[config.mk]
export PLATFORM = sky130hd
export DESIGN_NAME = instruction_memaccess_flat
export DESIGN_NICKNAME = d
export VERILOG_FILES = /design/src/rtl/instruction_memaccess_if.sv /design/src/rtl/instruction_memaccess.sv /design/src/flat_wrapper.sv
export SDC_FILE = /design/constraint.sdc
export NUM_CORES = 1
export LEC_CHECK = 0
export CAP_MARGIN = 10
export CORE_UTILIZATION = 55
export DETAILED_ROUTE_END_ITERATION = 10
export DONT_BUFFER_PORTS = 1
export PLACE_DENSITY_LB_ADDON = 0.3
export SYNTH_ARGS = -nofsm -noshare
export SYNTH_HDL_FRONTEND = slang
export SYNTH_SLANG_ARGS = --single-unit
[constraint.sdc]
create_clock -name clk -period 1.74 [get_ports clk]
set_input_delay 0.348 -clock clk [delete_from_list [all_inputs] [get_ports clk]]
set_output_delay 0.348 -clock clk [all_outputs]
set_load 0.02 [all_outputs]
[src/rtl/instruction_memaccess_if.sv]
// Data-bus bundle between the memory-access stage and the data memory.
// The master side issues requests; the slave side returns ready and read data.
interface instruction_memaccess_if;
    logic [31:0] dbus_addr;
    logic [31:0] dbus_wdata;
    logic [3:0]  dbus_wstrb;
    logic        dbus_we;
    logic        dbus_req_valid;
    logic        dbus_req_ready;
    logic        dbus_rsp_valid;
    logic [31:0] dbus_rdata;

    modport master (
        output dbus_addr, dbus_wdata, dbus_wstrb, dbus_we, dbus_req_valid,
        input  dbus_req_ready, dbus_rsp_valid, dbus_rdata
    );

    modport slave (
        input  dbus_addr, dbus_wdata, dbus_wstrb, dbus_we, dbus_req_valid,
        output dbus_req_ready, dbus_rsp_valid, dbus_rdata
    );
endinterface

[src/rtl/instruction_memaccess.sv]
// Memory-access pipeline stage: passes ALU results through, runs loads/stores on the data bus.
// Optional macro MA_MISALIGN_TRAP_EN: misaligned half/word accesses complete without a bus request.
//
// state | meaning
// IDLE  | ready for a new instruction (if the output entry can take a result)
// REQ   | data-bus request presented, waiting for dbus_req_ready
// RSP   | load issued, waiting for dbus_rsp_valid
module instruction_memaccess (
    input  logic        clk,
    input  logic        rstf,
    input  logic [31:0] t_instr,
    input  logic        t_instr_valid,
    output logic        t_instr_ready,
    input  logic [31:0] iPC,
    input  logic [4:0]  iDecodedOP,
    input  logic [31:0] alu_result,
    input  logic [31:0] rs2Value,
    instruction_memaccess_if.master dbus,
    output logic [31:0] i_instr,
    output logic        i_instr_valid,
    input  logic        i_instr_ready,
    output logic [31:0] oPC,
    output logic [4:0]  oDecodedOP,
    output logic [31:0] maAlu_rdValue,
    output logic        ma_misaligned
);

    localparam logic [6:0] OPC_LOAD  = 7'b0000011;
    localparam logic [6:0] OPC_STORE = 7'b0100011;

    typedef enum logic [1:0] {
        IDLE = 2'd0,
        REQ  = 2'd1,
        RSP  = 2'd2
    } state_t;

    state_t r_state;
    state_t w_state_next;

    logic [31:0] r_txn_instr;
    logic [31:0] r_txn_pc;
    logic [4:0]  r_txn_op;
    logic [31:0] r_txn_addr;
    logic [31:0] r_txn_wdata;
    logic [3:0]  r_txn_wstrb;
    logic        r_txn_we;

    logic        r_out_valid;
    logic [31:0] r_out_instr;
    logic [31:0] r_out_pc;
    logic [4:0]  r_out_op;
    logic [31:0] r_out_rd;
    logic        r_out_mis;

    logic [6:0]  w_opcode;
    logic [2:0]  w_funct3;
    logic        w_is_load;
    logic        w_is_store;
    logic        w_is_mem;
    logic        w_trap;
    logic        w_accept;
    logic        w_capture;
    logic [31:0] w_st_wdata;
    logic [3:0]  w_st_wstrb;
    logic [2:0]  w_txn_funct3;
    logic [7:0]  w_ld_byte;
    logic [15:0] w_ld_half;
    logic [31:0] w_ld_data;

    logic        w_load_out;
    logic [31:0] w_out_instr;
    logic [31:0] w_out_pc;
    logic [4:0]  w_out_op;
    logic [31:0] w_out_rd;
    logic        w_out_mis;

    assign w_opcode   = t_instr[6:0];
    assign w_funct3   = t_instr[14:12];
    assign w_is_load  = (w_opcode == OPC_LOAD);
    assign w_is_store = (w_opcode == OPC_STORE);
    assign w_is_mem   = w_is_load || w_is_store;

`ifdef MA_MISALIGN_TRAP_EN
    assign w_trap = w_is_mem &&
                    (((w_funct3[1:0] == 2'b01) && alu_result[0]) ||
                     ((w_funct3[1:0] == 2'b10) && (alu_result[1:0] != 2'b00)));
`else
    assign w_trap = 1'b0;
`endif

    // Output entry can take a new result this cycle if empty or being drained.
    assign t_instr_ready = !rstf && (r_state == IDLE) && (!r_out_valid || i_instr_ready);
    assign w_accept      = t_instr_valid && t_instr_ready;
    assign w_capture     = w_accept && w_is_mem && !w_trap;

    always_comb begin
        w_st_wstrb = 4'hF;
        w_st_wdata = rs2Value;
        case (w_funct3)
            3'b000: begin
                w_st_wstrb = 4'b0001 << alu_result[1:0];
                w_st_wdata = {4{rs2Value[7:0]}};
            end
            3'b001: begin
                w_st_wstrb = alu_result[1] ? 4'b1100 : 4'b0011;
                w_st_wdata = {2{rs2Value[15:0]}};
            end
            default: begin
                w_st_wstrb = 4'hF;
                w_st_wdata = rs2Value;
            end
        endcase
    end

    assign w_txn_funct3 = r_txn_instr[14:12];

    always_comb begin
        w_ld_byte = dbus.dbus_rdata[7:0];
        case (r_txn_addr[1:0])
            2'd0:    w_ld_byte = dbus.dbus_rdata[7:0];
            2'd1:    w_ld_byte = dbus.dbus_rdata[15:8];
            2'd2:    w_ld_byte = dbus.dbus_rdata[23:16];
            default: w_ld_byte = dbus.dbus_rdata[31:24];
        endcase
        w_ld_half = r_txn_addr[1] ? dbus.dbus_rdata[31:16] : dbus.dbus_rdata[15:0];
        case (w_txn_funct3)
            3'b000:  w_ld_data = {{24{w_ld_byte[7]}}, w_ld_byte};
            3'b100:  w_ld_data = {24'd0, w_ld_byte};
            3'b001:  w_ld_data = {{16{w_ld_half[15]}}, w_ld_half};
            3'b101:  w_ld_data = {16'd0, w_ld_half};
            default: w_ld_data = dbus.dbus_rdata;
        endcase
    end

    always_ff @(posedge clk) begin
        if (rstf) begin
            r_state <= IDLE;
        end else begin
            r_state <= w_state_next;
        end
    end

    always_comb begin
        w_state_next = r_state;
        w_load_out   = 1'b0;
        w_out_instr  = r_txn_instr;
        w_out_pc     = r_txn_pc;
        w_out_op     = r_txn_op;
        w_out_rd     = 32'd0;
        w_out_mis    = 1'b0;
        case (r_state)
            IDLE: begin
                if (w_accept) begin
                    if (w_is_mem && !w_trap) begin
                        w_state_next = REQ;
                    end else begin
                        w_load_out  = 1'b1;
                        w_out_instr = t_instr;
                        w_out_pc    = iPC;
                        w_out_op    = iDecodedOP;
                        w_out_rd    = alu_result;
                        w_out_mis   = w_trap;
                    end
                end
            end
            REQ: begin
                if (dbus.dbus_req_ready) begin
                    if (r_txn_we) begin
                        w_state_next = IDLE;
                        w_load_out   = 1'b1;
                    end else begin
                        w_state_next = RSP;
                    end
                end
            end
            RSP: begin
                if (dbus.dbus_rsp_valid) begin
                    w_state_next = IDLE;
                    w_load_out   = 1'b1;
                    w_out_rd     = w_ld_data;
                end
            end
            default: begin
                w_state_next = IDLE;
            end
        endcase
    end

    always_ff @(posedge clk) begin
        if (rstf) begin
            r_txn_instr <= 32'd0;
            r_txn_pc    <= 32'd0;
            r_txn_op    <= 5'd0;
            r_txn_addr  <= 32'd0;
            r_txn_wdata <= 32'd0;
            r_txn_wstrb <= 4'd0;
            r_txn_we    <= 1'b0;
        end else if (w_capture) begin
            r_txn_instr <= t_instr;
            r_txn_pc    <= iPC;
            r_txn_op    <= iDecodedOP;
            r_txn_addr  <= alu_result;
            r_txn_wdata <= w_is_store ? w_st_wdata : 32'd0;
            r_txn_wstrb <= w_is_store ? w_st_wstrb : 4'd0;
            r_txn_we    <= w_is_store;
        end
    end

    // A load into the entry wins over a same-cycle drain, keeping the entry full.
    always_ff @(posedge clk) begin
        if (rstf) begin
            r_out_valid <= 1'b0;
            r_out_instr <= 32'd0;
            r_out_pc    <= 32'd0;
            r_out_op    <= 5'd0;
            r_out_rd    <= 32'd0;
            r_out_mis   <= 1'b0;
        end else if (w_load_out) begin
            r_out_valid <= 1'b1;
            r_out_instr <= w_out_instr;
            r_out_pc    <= w_out_pc;
            r_out_op    <= w_out_op;
            r_out_rd    <= w_out_rd;
            r_out_mis   <= w_out_mis;
        end else if (i_instr_ready) begin
            r_out_valid <= 1'b0;
        end
    end

    assign dbus.dbus_req_valid = (r_state == REQ);
    assign dbus.dbus_addr      = {r_txn_addr[31:2], 2'b00};
    assign dbus.dbus_wdata     = r_txn_wdata;
    assign dbus.dbus_wstrb     = r_txn_wstrb;
    assign dbus.dbus_we        = r_txn_we;

    assign i_instr_valid = r_out_valid;
    assign i_instr       = r_out_instr;
    assign oPC           = r_out_pc;
    assign oDecodedOP    = r_out_op;
    assign maAlu_rdValue = r_out_rd;
    assign ma_misaligned = r_out_mis;

endmodule

[src/flat_wrapper.sv]
// flat-port wrapper written by rule: the top's interface ports become plain ports
module instruction_memaccess_flat 
  (clk, rstf, t_instr, t_instr_valid, t_instr_ready, iPC, iDecodedOP, alu_result, rs2Value, i_instr, i_instr_valid, i_instr_ready, oPC, oDecodedOP, maAlu_rdValue, ma_misaligned, dbus_dbus_addr, dbus_dbus_wdata, dbus_dbus_wstrb, dbus_dbus_we, dbus_dbus_req_valid, dbus_dbus_req_ready, dbus_dbus_rsp_valid, dbus_dbus_rdata);
  instruction_memaccess_if dbus_i ();
  input  logic clk;
  input  logic rstf;
  input  logic [31:0] t_instr;
  input  logic t_instr_valid;
  output logic t_instr_ready;
  input  logic [31:0] iPC;
  input  logic [4:0] iDecodedOP;
  input  logic [31:0] alu_result;
  input  logic [31:0] rs2Value;
  output logic [31:0] i_instr;
  output logic i_instr_valid;
  input  logic i_instr_ready;
  output logic [31:0] oPC;
  output logic [4:0] oDecodedOP;
  output logic [31:0] maAlu_rdValue;
  output logic ma_misaligned;
  output wire logic [$bits(dbus_i.dbus_addr)-1:0] dbus_dbus_addr;
  output wire logic [$bits(dbus_i.dbus_wdata)-1:0] dbus_dbus_wdata;
  output wire logic [$bits(dbus_i.dbus_wstrb)-1:0] dbus_dbus_wstrb;
  output wire logic [$bits(dbus_i.dbus_we)-1:0] dbus_dbus_we;
  output wire logic [$bits(dbus_i.dbus_req_valid)-1:0] dbus_dbus_req_valid;
  input wire logic [$bits(dbus_i.dbus_req_ready)-1:0] dbus_dbus_req_ready;
  input wire logic [$bits(dbus_i.dbus_rsp_valid)-1:0] dbus_dbus_rsp_valid;
  input wire logic [$bits(dbus_i.dbus_rdata)-1:0] dbus_dbus_rdata;
  assign dbus_dbus_addr = dbus_i.dbus_addr;
  assign dbus_dbus_wdata = dbus_i.dbus_wdata;
  assign dbus_dbus_wstrb = dbus_i.dbus_wstrb;
  assign dbus_dbus_we = dbus_i.dbus_we;
  assign dbus_dbus_req_valid = dbus_i.dbus_req_valid;
  assign dbus_i.dbus_req_ready = dbus_dbus_req_ready;
  assign dbus_i.dbus_rsp_valid = dbus_dbus_rsp_valid;
  assign dbus_i.dbus_rdata = dbus_dbus_rdata;
  instruction_memaccess u_core (.clk(clk), .rstf(rstf), .t_instr(t_instr), .t_instr_valid(t_instr_valid), .t_instr_ready(t_instr_ready), .iPC(iPC), .iDecodedOP(iDecodedOP), .alu_result(alu_result), .rs2Value(rs2Value), .dbus(dbus_i), .i_instr(i_instr), .i_instr_valid(i_instr_valid), .i_instr_ready(i_instr_ready), .oPC(oPC), .oDecodedOP(oDecodedOP), .maAlu_rdValue(maAlu_rdValue), .ma_misaligned(ma_misaligned));
endmodule
==> Word level (Yosys, flattened, before mapping) <==
Cells that the tools add are included.
{ "word_totals": {"elab_cells": 77, "in_bits": 171, "regBits": 242} }
{ "op_classes": {"mux": 35, "n_reduce_logical": 14, "eq_ne": 14, "shift": 1} }
{ "ops": {"columns": ["operator", "count"], "rows": [
  ["$mux 32", 10],
  ["$pmux 32 s2", 2],
  ["$pmux 32 s4", 1],
  ["$pmux 8 s3", 1],
  ["$mux 16", 1],
  ["$mux 5", 3],
  ["$mux 2", 5],
  ["$mux 4", 2],
  ["$pmux 4 s2", 1],
  ["$eq 7x2->1 const B", 1],
  ["$eq 7x6->1 const B", 1],
  ["$mux 1", 7],
  ["$eq 3x1->1 const B", 2],
  ["$eq 3x3->1 const B", 2],
  ["$logic_not 3->1", 2],
  ["$ne 2x1->1 const B", 3],
  ["$pmux 2 s3", 1],
  ["$eq 2x1->1 const B", 2],
  ["$eq 2x2->1 const B", 2],
  ["$logic_and 1x1->1", 4],
  ["$logic_not 2->1", 2],
  ["$reduce_and 4->1", 1],
  ["$shl 1x2->4 const A", 1],
  ["$pmux 1 s3", 1],
  ["4 further kinds", 6]
]} }

==> Depth between registers and ports, before layout <==
{ "depth": {"depth_word": 7, "mapped_depth": 8, "mapped_depth_nobuf": 5} }

==> Least setup slack after synthesis <==
OpenSTA, ideal clock, no wires.
{ "synth_path": {"kind": "register to register", "from": "register u_core.r_out_valid, in the netlist u_core.i_instr_valid", "to": "register u_core.r_out_instr[19], in the netlist u_core.i_instr[19]", "slack_ps": 26, "path_buffers": 2, "t_arrival_ps": 1628, "path_stages_with_launch": 8, "path_cell_list": "dfxtp_1 nand2b_1 and4b_1 buf_2 nand2_1 clkbuf_1 a21oi_1 a211oi_1"} }
{ "synth_via": {"elab_chain_cells": 6} }
{ "synth_rtl": {"columns": ["item", "line", "rtl"], "rows": [
  ["start, declared", "instruction_memaccess.sv:48", "logic r_out_valid;"],
  ["start signal, assigned", "instruction_memaccess.sv:212", "r_out_valid <= 1'b0;"],
  ["start signal, assigned", "instruction_memaccess.sv:219", "r_out_valid <= 1'b1;"],
  ["start signal, assigned", "instruction_memaccess.sv:226", "r_out_valid <= 1'b0;"],
  ["$logic_not 1->1 (*)", "instruction_memaccess.sv:92", "assign t_instr_ready = !rstf && (r_state == IDLE) && (!r_out_valid || i_instr_ready);"],
  ["$logic_or 1x1->1 (*)", "instruction_memaccess.sv:92", null],
  ["$logic_and 1x1->1 (*)", "instruction_memaccess.sv:92", null],
  ["$logic_and 1x1->1 (*)", "instruction_memaccess.sv:93", "assign w_accept = t_instr_valid && t_instr_ready;"],
  ["$mux 1 / $mux 32 (equally long branches)", "instruction_memaccess.sv:153", "if (w_accept) begin"],
  ["$pmux 1 s3 / $mux 32 (equally long branches)", "instruction_memaccess.sv:151", "case (r_state)"],
  ["end signal, assigned", "instruction_memaccess.sv:220", "r_out_instr <= w_out_instr;"],
  ["end, declared", "instruction_memaccess.sv:49", "logic [31:0] r_out_instr;"]
]} }
Mark *: on every way between the ends. The rest lies on a longest branch, timed or not.
A chain may end at the register's enable or synchronous reset.

==> Worst setup path in the final report <==
{ "layout_path": {"from": "register u_core.r_state[0]", "to": "output port t_instr_ready"} }
{ "layout_via": {"elab_chain_cells": 3} }
{ "layout_rtl": {"columns": ["item", "line", "rtl"], "rows": [
  ["start, declared", "instruction_memaccess.sv:37", "state_t r_state;"],
  ["start signal, assigned", "instruction_memaccess.sv:139", "r_state <= w_state_next;"],
  ["$logic_not 2->1", "instruction_memaccess.sv:92", null],
  ["$logic_and 1x1->1 (2 in series)", "instruction_memaccess.sv:92", null],
  ["end, declared", "flat_wrapper.sv:9", "output logic t_instr_ready;"]
]} }
Every way passes these cells.

==> flow_summary.json <==
{
  "synth_edf_count": 0,
  "grt_pass1_vias": 8676,
  "port_buffers": 0,
  "ant_nets": 0,
  "power_density_nw_per_um2": 1020,
  "totalWireLength_mm": 31.5,
  "slew-limit-headroom_pct": 57.2,
  "ios": 345,
  "ys_seq_area_share_pct": 46.8,
  "grt_use_total_pct": 30.7,
  "cp_data_arrival_time_ns": 1.33,
  "cts_buffer_depth": 3,
  "critical_path.max_fanout": 4,
  "rsz0062_at_grt": "true",
  "yosysUniqueCellTypes": 44,
  "rows": 49,
  "cts_buffers": 25,
  "place.gp.congestion": 0.922,
  "finalCritPeriodShare_pct": 96.5,
  "clk_latency_ns": 0.51,
  "cts_max_level": 1,
  "synth_flop_cell": "dfxtp_1",
  "ir_worst_vdd_mv": 0.711,
  "required_ns": 1.39,
  "utilization_pct": 64.4,
  "place_area_um2": 10600,
  "core_um2": 18200,
  "ys_async_sr_fraction_pct": 0,
  "cts_root_buf": "clkbuf_16",
  "grt_max_degree": 239,
  "drc": 19,
  "yosys_register_bits": 242,
  "drtPass1Iterations": 8,
  "critPathCaptureType": "output pin",
  "fin_hold_ws_ns": -0.0908,
  "clk_pin_slew_ns": 0.06,
  "die-width_um": 139,
  "worstMarginPinSlew_ns": 0.639,
  "grt_pass1_wl_mm": 47.7,
  "setup_tns_ns": 0,
  "drt_iter0_markers": 772,
  "final_max_slew_viol_count": 0,
  "setup_viol": 0,
  "vias_per_cell": 6.12,
  "postLayoutCellArea_um2": 11700,
  "vias": 9297,
  "die_h_um": 139,
  "crit_type": "register to output pin",
  "skew_ns": 0.00811,
  "violations": "design-rule violations, negative hold slack",
  "netlist_area_um2": 10300,
  "start_util_pct": 56.8,
  "grt-ovfl-total": 0,
  "hp-class": "input port to register",
  "syn2layout_area_growth_pct": 13.3,
  "cts_tree": "yes",
  "dp_hpwl_mm": 20.8,
  "worst_setup_path_start_kind": "register",
  "wl_per_cell_um": 20.7,
  "power_mw": 11.9,
  "cts_sinks": 242,
  "fin_nets": 1444,
  "leakage_nw": 4.14,
  "drive_above_1_share_pct": 13.1,
  "avgSynthCellArea_um2": 7.88,
  "status": "finished with violations",
  "maxCapViolCount": 0,
  "fmax_ghz": 0.596,
  "period_needed_ns": 1.68,
  "netlist_instances": 1313,
  "yosys_warnings": 0,
  "antenna_found_initial": 1,
  "dieArea_um2": 19400,
  "hold_viol_final": 174,
  "postCtsHoldBufs": 1
}
[sequential cells by signal, summed over array words and instances, names as in the netlist]
signal	count
u_core.i_instr	32
u_core.r_txn_addr	32
u_core.i_instr_valid	1
u_core.dbus.dbus_wstrb	4
u_core.r_state	2
u_core.r_txn_op	5
u_core.oPC	32
u_core.dbus.dbus_wdata	32
u_core.oDecodedOP	5
u_core.dbus.dbus_we	1
u_core.maAlu_rdValue	32
u_core.r_txn_pc	32
u_core.r_txn_instr	32
[critical path, cell delays in order (launching register included)]
cell and delay [ns]:
dfxtp_2 0.33, nor2_4 0.14, nand2_1 0.09, nor2_2 0.26
[final timing paths]
kind                         from            endpoint  slack (ns)  cells after the start
min reg2reg    u_core.r_txn_op[4]  u_core.r_txn_op[4]        0.45                      2
min                          rstf  u_core.i_instr[22]       -0.09                      1
max reg2reg  u_core.i_instr_valid      u_core.oPC[26]        0.06                      7
max             u_core.r_state[0]       t_instr_ready        0.06                      3
[cell usage after synthesis (10+ instances only)]
cell	count	area, µm²
nor2_1	117	439
buf_2	42	210
buf_4	35	263
a211oi_1	60	450
mux2_2	25	282
and3_1	18	113
nand3_1	37	185
mux2i_1	10	100
dfxtp_1	242	4840
inv_1	12	45.0
o22ai_1	16	100
a31oi_1	26	163
nand2_1	328	1230
a21oi_1	196	981
nor3_1	12	60.1
clkbuf_1	58	218
[stage by stage]
stage	hold slack [ns]	cells	setup slack, ns
5_1_grt	-0.102	1518	-0.0188
3_3_place_gp	0.436	1464	-0.176
6_report	-0.0908	1518	0.0614
2_1_floorplan	0.437	1315	0.0263
3_5_place_dp	0.437	1464	-0.191
4_1_cts	-0.101	1510	-0.000348
[metal layers]
metal  track usage [%]  wire length (µm)
met1              37.5             12200
met2              50.8             14500
met3              8.63              3300
met4              12.7              1380
met5                 0                 0
[repair_timing]
action | in CTS | in global routing
resized for setup | 6 | 20
setup endpoints to repair | 53 | 108
pin swaps | 0 | 5
endpoints found under the hold margin | 235 | 234
setup buffers | 2 | 4
cloned | 1 | 4
[where the power goes]
group	internal (mW)	switching [mW]
clock network	3.04	2.19
logic	0.356	0.403
registers	5.68	0.278
[layout make-up]
cell class,instances,area [µm²]
well taps,229,287
multi-input cells,917,4810
fillers,1512,6490
inverters,13,48.8
diodes,1,2.50
clock buffers,36,767
clock inverters,6,33.8
repair buffers,74,918
flip-flops and latches,242,4850
[placed cells by master, fill, tap and decap left out, types with 9 or more instances in the layout]
master / count
mux2i_1: 10
and3_1: 18
nor2_1: 113
buf_12: 21
nand3_1: 37
dfxtp_1: 238
nand2_1: 326
clkbuf_16: 28
inv_1: 12
mux2_2: 25
a31oi_1: 26
a211oi_1: 56
buf_4: 46
a21oi_1: 194
o22ai_1: 16
clkbuf_8: 10
nor3_1: 9
[kinds of logic after synthesis]
logic type | Yosys count | synth area share [%]
simple gates | 530 | 21.0
compound gates | 349 | 20.6
flops | 242 | 46.8
buf+inv | 156 | 7.87
mux | 35 | 3.69
other cells | 1 | 0.0362
No activity file was read; power rests on OpenSTA's default activity.
